### src/rtl/stack_memory_controller_pkg.sv
// stack_memory_controller_pkg: shared op codes, FSM encoding and memory geometry defaults
package stack_memory_controller_pkg;
  localparam int DEF_DEPTH  = 100;
  localparam int DEF_DATA_W = 32;
  localparam int DEF_SP_W   = 7;
  localparam logic [2:0] OP_NOP     = 3'b000;
  localparam logic [2:0] OP_LOAD    = 3'b001;
  localparam logic [2:0] OP_STORE   = 3'b010;
  localparam logic [2:0] OP_PUSH    = 3'b011;
  localparam logic [2:0] OP_POP     = 3'b100;
  localparam logic [2:0] OP_PEEK    = 3'b101;
  localparam logic [2:0] OP_SPCLR   = 3'b110;
  localparam logic [2:0] OP_ILLEGAL = 3'b111;
  localparam logic [1:0] ST_IDLE   = 2'd0;
  localparam logic [1:0] ST_ACCESS = 2'd1;
  localparam logic [1:0] ST_WAIT   = 2'd2;
  localparam logic [1:0] ST_RESP   = 2'd3;
endpackage

### src/rtl/stack_memory_controller_sp.sv
// stack_pointer_unit: hardware stack pointer with clear/increment/decrement and full/empty flags
module stack_pointer_unit
  import stack_memory_controller_pkg::*;
#(
  parameter int DEPTH = DEF_DEPTH,
  parameter int SP_W  = DEF_SP_W
) (
  input  logic            Clock,
  input  logic            Reset,
  input  logic            inc,
  input  logic            dec,
  input  logic            clr,
  output logic [SP_W-1:0] stackPointer,
  output logic            full,
  output logic            empty
);
  // Range is guarded by the controller's accept checks, so no saturation here
  always_ff @(posedge Clock or negedge Reset)
    if (!Reset) stackPointer <= '0;
    else if (clr) stackPointer <= '0;
    else if (inc) stackPointer <= stackPointer + 1'b1;
    else if (dec) stackPointer <= stackPointer - 1'b1;
  assign full  = stackPointer == SP_W'(DEPTH);
  assign empty = stackPointer == '0;
endmodule

### src/rtl/stack_memory_controller.sv
// stack_memory_controller: single-request RAM/stack front end with range-checked accesses
module stack_memory_controller
  import stack_memory_controller_pkg::*;
#(
  parameter int DEPTH  = DEF_DEPTH,
  parameter int DATA_W = DEF_DATA_W,
  parameter int SP_W   = DEF_SP_W
) (
  input  logic              Clock,
  input  logic              Reset,
  input  logic              ReqValid,
  output logic              ReqReady,
  input  logic [2:0]        ReqOp,
  input  logic [DATA_W-1:0] ReqAddr,
  input  logic [DATA_W-1:0] ReqData,
  output logic              RespValid,
  output logic [DATA_W-1:0] RespData,
  output logic              RespError,
  output logic [SP_W-1:0]   StackPointer,
  output logic              StackEmpty,
  output logic              StackFull,
  output logic [DATA_W-1:0] MemDataIn,
  output logic [DATA_W-1:0] MemAddr,
  output logic              MemWrite,
  output logic              MemUseStk,
  input  logic [DATA_W-1:0] MemDataOut
);
  logic [1:0]        state;
  logic [2:0]        op;
  logic [DATA_W-1:0] addr, data, respData;
  logic              errReg, reqErr, direct, accept, isWrite, isStk, active;
  logic [SP_W-1:0]   stkAddr;
  assign ReqReady = state == ST_IDLE;
  assign accept   = ReqValid && ReqReady;
  assign reqErr   = ((ReqOp == OP_LOAD || ReqOp == OP_STORE) && ReqAddr >= DATA_W'(DEPTH))
                  || (ReqOp == OP_PUSH && StackFull)
                  || ((ReqOp == OP_POP || ReqOp == OP_PEEK) && StackEmpty)
                  || ReqOp == OP_ILLEGAL;
  assign direct   = reqErr || ReqOp == OP_NOP || ReqOp == OP_SPCLR;
  assign isWrite  = op == OP_STORE || op == OP_PUSH;
  assign isStk    = op == OP_PUSH || op == OP_POP || op == OP_PEEK;
  assign active   = state == ST_ACCESS || state == ST_WAIT;
  assign stkAddr  = op == OP_PUSH ? StackPointer : StackPointer - 1'b1;
  // Memory side is decoded from state so an async reset drops MemWrite at once
  assign MemAddr   = !active ? '0 : isStk ? DATA_W'(stkAddr) : addr;
  assign MemUseStk = active && isStk;
  assign MemWrite  = state == ST_ACCESS && isWrite;
  assign MemDataIn = MemWrite ? data : '0;
  assign RespValid = state == ST_RESP;
  assign RespError = RespValid && errReg;
  assign RespData  = RespValid ? respData : '0;
  stack_pointer_unit #(.DEPTH(DEPTH), .SP_W(SP_W)) u_sp (
    .Clock        (Clock),
    .Reset        (Reset),
    .inc          (state == ST_ACCESS && op == OP_PUSH),
    .dec          (state == ST_WAIT && op == OP_POP),
    .clr          (accept && ReqOp == OP_SPCLR),
    .stackPointer (StackPointer),
    .full         (StackFull),
    .empty        (StackEmpty)
  );
  // Request FSM: latch and check at accept, access memory, wait for registered read, respond
  always_ff @(posedge Clock or negedge Reset)
    if (!Reset) begin
      state    <= ST_IDLE;
      op       <= OP_NOP;
      addr     <= '0;
      data     <= '0;
      errReg   <= 1'b0;
      respData <= '0;
    end else begin
      case (state)
        ST_IDLE: if (ReqValid) begin
          op       <= ReqOp;
          addr     <= ReqAddr;
          data     <= ReqData;
          errReg   <= reqErr;
          respData <= '0;
          state    <= direct ? ST_RESP : ST_ACCESS;
        end
        ST_ACCESS: state <= isWrite ? ST_RESP : ST_WAIT;
        ST_WAIT: begin
          respData <= MemDataOut;
          state    <= ST_RESP;
        end
        default: state <= ST_IDLE;
      endcase
    end
endmodule

### config.mk
export PLATFORM = sky130hd
export DESIGN_NAME = stack_memory_controller
export DESIGN_NICKNAME = d
export VERILOG_FILES = /design/src/rtl/stack_memory_controller_pkg.sv /design/src/rtl/stack_memory_controller_sp.sv /design/src/rtl/stack_memory_controller.sv
export SDC_FILE = /design/constraint.sdc
export NUM_CORES = 1
export LEC_CHECK = 0
export CORE_MARGIN = 2
export CORE_UTILIZATION = 49
export CTS_BUF_LIST = sky130_fd_sc_hd__clkbuf_2
export DETAILED_ROUTE_END_ITERATION = 12
export PLACE_DENSITY_LB_ADDON = 0.3
export SYNTH_ARGS = -nofsm -noshare
export SYNTH_HDL_FRONTEND = slang
export SYNTH_SLANG_ARGS = --single-unit
### constraint.sdc
create_clock -name Clock -period 3.4 [get_ports Clock]
set_input_delay 0.68 -clock Clock [delete_from_list [all_inputs] [get_ports Clock]]
set_output_delay 0.68 -clock Clock [all_outputs]
set_load 0.005 [all_outputs]
==> Yosys cells after proc, flatten, opt, wreduce, memory -nomap -nowiden <==
Index checks and enable logic that the tools add are counted.
{ "totals": {"regBits": 109, "in_bits": 102, "output_inout_bits": 110, "elab_cells": 68} }
{ "op_classes": {"addsub": 2, "n_eq_ne": 16, "n_lt_le_gt_ge": 1, "n_reduce_logical": 28, "mux": 14} }
{ "op_table": {"columns": ["cell", "count"], "rows": [
  ["$mux W32", 5],
  ["$pmux W32 S2", 1],
  ["$ge A32 B7 Y1 const B", 1],
  ["$mux W7", 4],
  ["$eq A3 B3 Y1 const B", 6],
  ["$eq A3 B2 Y1 const B", 4],
  ["$logic_or A1 B1 Y1", 11],
  ["$logic_and A1 B1 Y1", 10],
  ["$add A7 B1 Y7 const B", 1],
  ["$eq A7 B7 Y1 const B", 1],
  ["$logic_not A7 Y1", 1],
  ["$sub A7 B1 Y7 const B", 1],
  ["$pmux W2 S3", 1],
  ["$eq A2 B2 Y1 const B", 2],
  ["$mux W2", 2],
  ["$reduce_and A2 Y1", 2],
  ["$eq A3 B1 Y1 const B", 1],
  ["$logic_not A3 Y1", 1],
  ["$reduce_bool A3 Y1", 1],
  ["$eq A2 B1 Y1 const B", 1],
  ["$logic_not A2 Y1", 1],
  ["$ne A2 B2 Y1 const B", 1],
  ["$reduce_bool A2 Y1", 1],
  ["$mux W1", 1]
]} }

==> Logic depth before layout (Yosys ltp) <==
{ "depth": {"word_depth": 11, "ltp_mapped": 7, "ltp_nobuf": 6} }

==> Cells and area by module <==
A second synthesis with hierarchy kept.
{ "hier_totals": {"cells_unflattened": 473, "hier_area_um2": 5437.7} }
{ "by_module_without_submodules": {"columns": ["module", "instances", "cells_each", "seq_area_each_um2", "area_each_um2"], "rows": [
  ["stack_memory_controller", 1, 405, 2552.4, 4839.6],
  ["stack_pointer_unit", 1, 68, 175.2, 598.1]
]} }

==> Worst setup path after synthesis <==
Ideal clock, no wire load.
{ "synth_path": {"path_kind": "register to output", "start": "reg u_sp.stackPointer[0]", "end": "out MemAddr[6]", "arrival_ns": 1.621, "t_required_ns": 2.720, "setup_slack_ns": 1.099, "path_stages_with_launch": 7, "path_cell_list": "dfrtp_1 > inv_1 > ha_1 > or3b_4 > o31a_1 > nor3_1 > nor2_1"} }
{ "synth_between": {"elab_chain_cells": 4} }
{ "synth_lines": {"columns": ["element", "line", "source"], "rows": [
  ["start, declared", "stack_memory_controller_sp.sv:13", "output logic [SP_W-1:0] stackPointer,"],
  ["start signal, assigned", "stack_memory_controller_sp.sv:21", "else if (inc) stackPointer <= stackPointer + 1'b1;"],
  ["start signal, assigned", "stack_memory_controller_sp.sv:22", "else if (dec) stackPointer <= stackPointer - 1'b1;"],
  ["$sub A7 B1 Y7", "stack_memory_controller.sv:43", "assign stkAddr = op == OP_PUSH ? StackPointer : StackPointer - 1'b1;"],
  ["$mux W7", "stack_memory_controller.sv:43", null],
  ["$mux W32 (2 in series)", "stack_memory_controller.sv:45", "assign MemAddr = !active ? '0 : isStk ? DATA_W'(stkAddr) : addr;"],
  ["end, declared", "stack_memory_controller.sv:23", "output logic [DATA_W-1:0] MemAddr,"]
]} }
Every way passes these cells.

==> Worst setup path after layout <==
{ "layout_path": {"start": "reg u_sp.stackPointer[1]", "end": "out MemAddr[5]"} }
Same word-level chain as after synthesis.

==> results_dict.tcl <==
set metrics [dict create \
    synth-warning-count 0 \
    overflow 0 \
    cts_tree "done" \
    initial_core_util_pct 50.0 \
    drc 0 \
    final_area_sq_um 7770 \
    dieHeight_um 109 \
    final_common_cell "clkdlybuf4s50_1" \
    clock_path_buffers 2 \
    ys_seq_area_share_pct 50.8 \
    drt-initial-drc-count 202 \
    synth_top_area_share_pct 50.8 \
    cts_buffers 9 \
    power.density_nw_per_um2 766 \
    multi_input_area_sq_um 2490 \
    fillerInstances 816 \
    clock_skew_ps 26.9 \
    register_area_sq_um 2730 \
    ys.flop_type "dfrtp_1" \
    crit_family "simple AND/OR/NAND/NOR gates" \
    status "finished clean" \
    hold_viol 0 \
    fmax_mhz 302 \
    vias 4249 \
    clkLatencyLatePin_ps 580 \
    post-place-ws_ps 567 \
    slew_headroom_pct 23.9 \
    layout_common_cells "clkdlybuf4s50_1, dfrtp_1, and2_1, mux2_1, a22o_1" \
    ctsHoldBuffers 0 \
    ir_worst_vdd_uv 403 \
    clk_pin_slew_worst_paths_ps 290 \
    grt_pass1_wl_mm 21.1 \
    yosysTopAreaCell "dfrtp_1" \
    drv_slew 0 \
    syn_area_sq_um 5370 \
    grt_max_degree 96 \
    setup_viol 0 \
    crit_path_start_kind "flip-flop" \
    path_class "flip-flop to output pin" \
    hold_class "input pin to async pin" \
    postRouteAntennaNets 0 \
    nets 774 \
    drt-total-wl_mm 13.4 \
    antennaDiodeCount 0 \
    arrival_ps 2630 \
    antenna_found_initial 0 \
    netlist_instances 460 \
    place.gp.congestion 0.879 \
    worst-path-max-fanout 7 \
    layout-drive-gt1-share_pct 8.51 \
    synth_seq_cells 109 \
    synthTopCellsByArea "dfrtp_1, mux2_1, and2_1" \
    drtPass1Iterations 4 \
    synth_edf_count 0 \
    crit_buf_inv 2 \
    cts-htree-levels 3 \
    synth_nets 569 \
    grt.total_usage_pct 22.9 \
    dieArea_sq_um 11800 \
    p_leak_nw 3.23 \
    crit_chain "buf_4 -> or3_4 -> o31a_1 -> nor3_1 -> nor2_1 -> clkdlybuf4s50_1" \
    first_global_vias 4385 \
    fp.dieW_um 109 \
    core_sq_um 10700 \
    syn2layout_area_growth_pct 44.6 \
    cp_data_required_time_ps 2720 \
    io_buffer_count 211 \
    avgSynthCellArea_sq_um 11.7 \
    wl_per_cell_um 16.6 \
    dp_hpwl_mm 9.93 \
    worstMarginPinSlew_ps 1140 \
    power_w 0.00595 \
    avgViaCountPerCell 5.25 \
    layout_min_cycle_time_ps 3310 \
    setup_slack_ps 93.4 \
    slowest_delay_ps 460 \
    ys_types 56 \
    ios 212 \
    fin_crit_sh_pct 97.3 \
    maxCapViolations 0 \
    async_flop_share_pct 100 \
    crit_path_top_delay_cell "dfrtp_2" \
    cts_root_buffer "clkbuf_2" \
    dpl_cell_area_sq_um 7570 \
    critPathCaptureType "output pin" \
    rows 38 \
    clkSinkCount 109 \
]
## layer usage
layer | share of wire, % | vias to the layer above | global-route usage (%) | wire (um)
met5 | 0 | - | 0 | 0
met4 | 2.1 | 0 | 9.43 | 284
li1 | - | 2037 | - | -
met3 | 6.8 | 22 | 5.50 | 919
met2 | 50 | 143 | 38.0 | 6660
met1 | 42 | 2047 | 28.7 | 5580
## path summary, 6_finish.rpt
check,startpoint,endpoint,slack [ps],depth (start not counted)
worst max-delay path,u_sp.stackPointer[1],MemAddr[5],90,6
min in group Clock,data[14],data[14],520,1
worst min register to register,data[14],data[14],520,1
worst max register to register,state[1],addr[5],1460,5
max in group asynchronous,Reset,u_sp.stackPointer[0],2220,2
worst min-delay path,Reset,respData[28],250,1
## sequential cells by signal, indices dropped and copies added, names as in the netlist
signal / count
addr: 32
data: 32
respData: 32
u_sp.stackPointer: 7
op: 3
state: 2
errReg: 1
## cell type report
cell class                 instances  area share (%)
clock buffer                      10           0.644
clock inverter                     6           0.789
inverter                           8           0.387
multi-input combinational        311            32.1
sequential                       109            35.2
tap                              140            2.26
timing repair buffer             226            28.7
## report_power, final
part | switching [W] | internal (W) | total, W
Clock | 0.000417 | 0.000170 | 0.000587
Combinational | 0.00129 | 0.00180 | 0.00309
Sequential | 0.000391 | 0.00189 | 0.00228
Total | 0.00209 | 0.00386 | 0.00595
## cell families after synthesis
group,synth area share [%]
multiplexers,14.8
flip-flops,50.8
AO/OA/AOI/OAI,11.1
buffers and inverters,3.61
AND/OR/NAND/NOR,17.3
adder cells (fa/ha/maj),1.63
XOR/XNOR,0.815
## cells in the mapped netlist, drive strengths merged (5+ instances only)
master  instances
nor4            7
inv             8
xnor2           5
and2           90
a21oi          12
nor3            6
a22o           32
o21ai           7
mux2           67
nor2           16
buf            17
nand2          10
clkbuf         15
a31oi           7
dfrtp         109
ha              7
## timing repair
item / CTS / global route
resized for setup: 8 / 5
setup endpoints to repair: 27 / 28
setup buffers: 4 / 2
pin swaps: 0 / 1
## metrics by stage
step	instances	hold slack (ps)	setup TNS (ps)	utilization [%]
after global routing	810	312	-10.7	72.3
after detailed placement	788	473	0	70.5
after CTS	808	271	0	71.9
final	810	246	0	72.3
after global placement	788	465	0	70.5
after floorplan	460	384	0	-
## worst reg2reg max path, stage by stage, from the launching register on
cell	delay (ps)
dfrtp_1	430
inv_1	100
ha_4	220
nand2_2	260
buf_4	470
mux2_1	400
No activity file was read; power rests on OpenSTA's default activity.
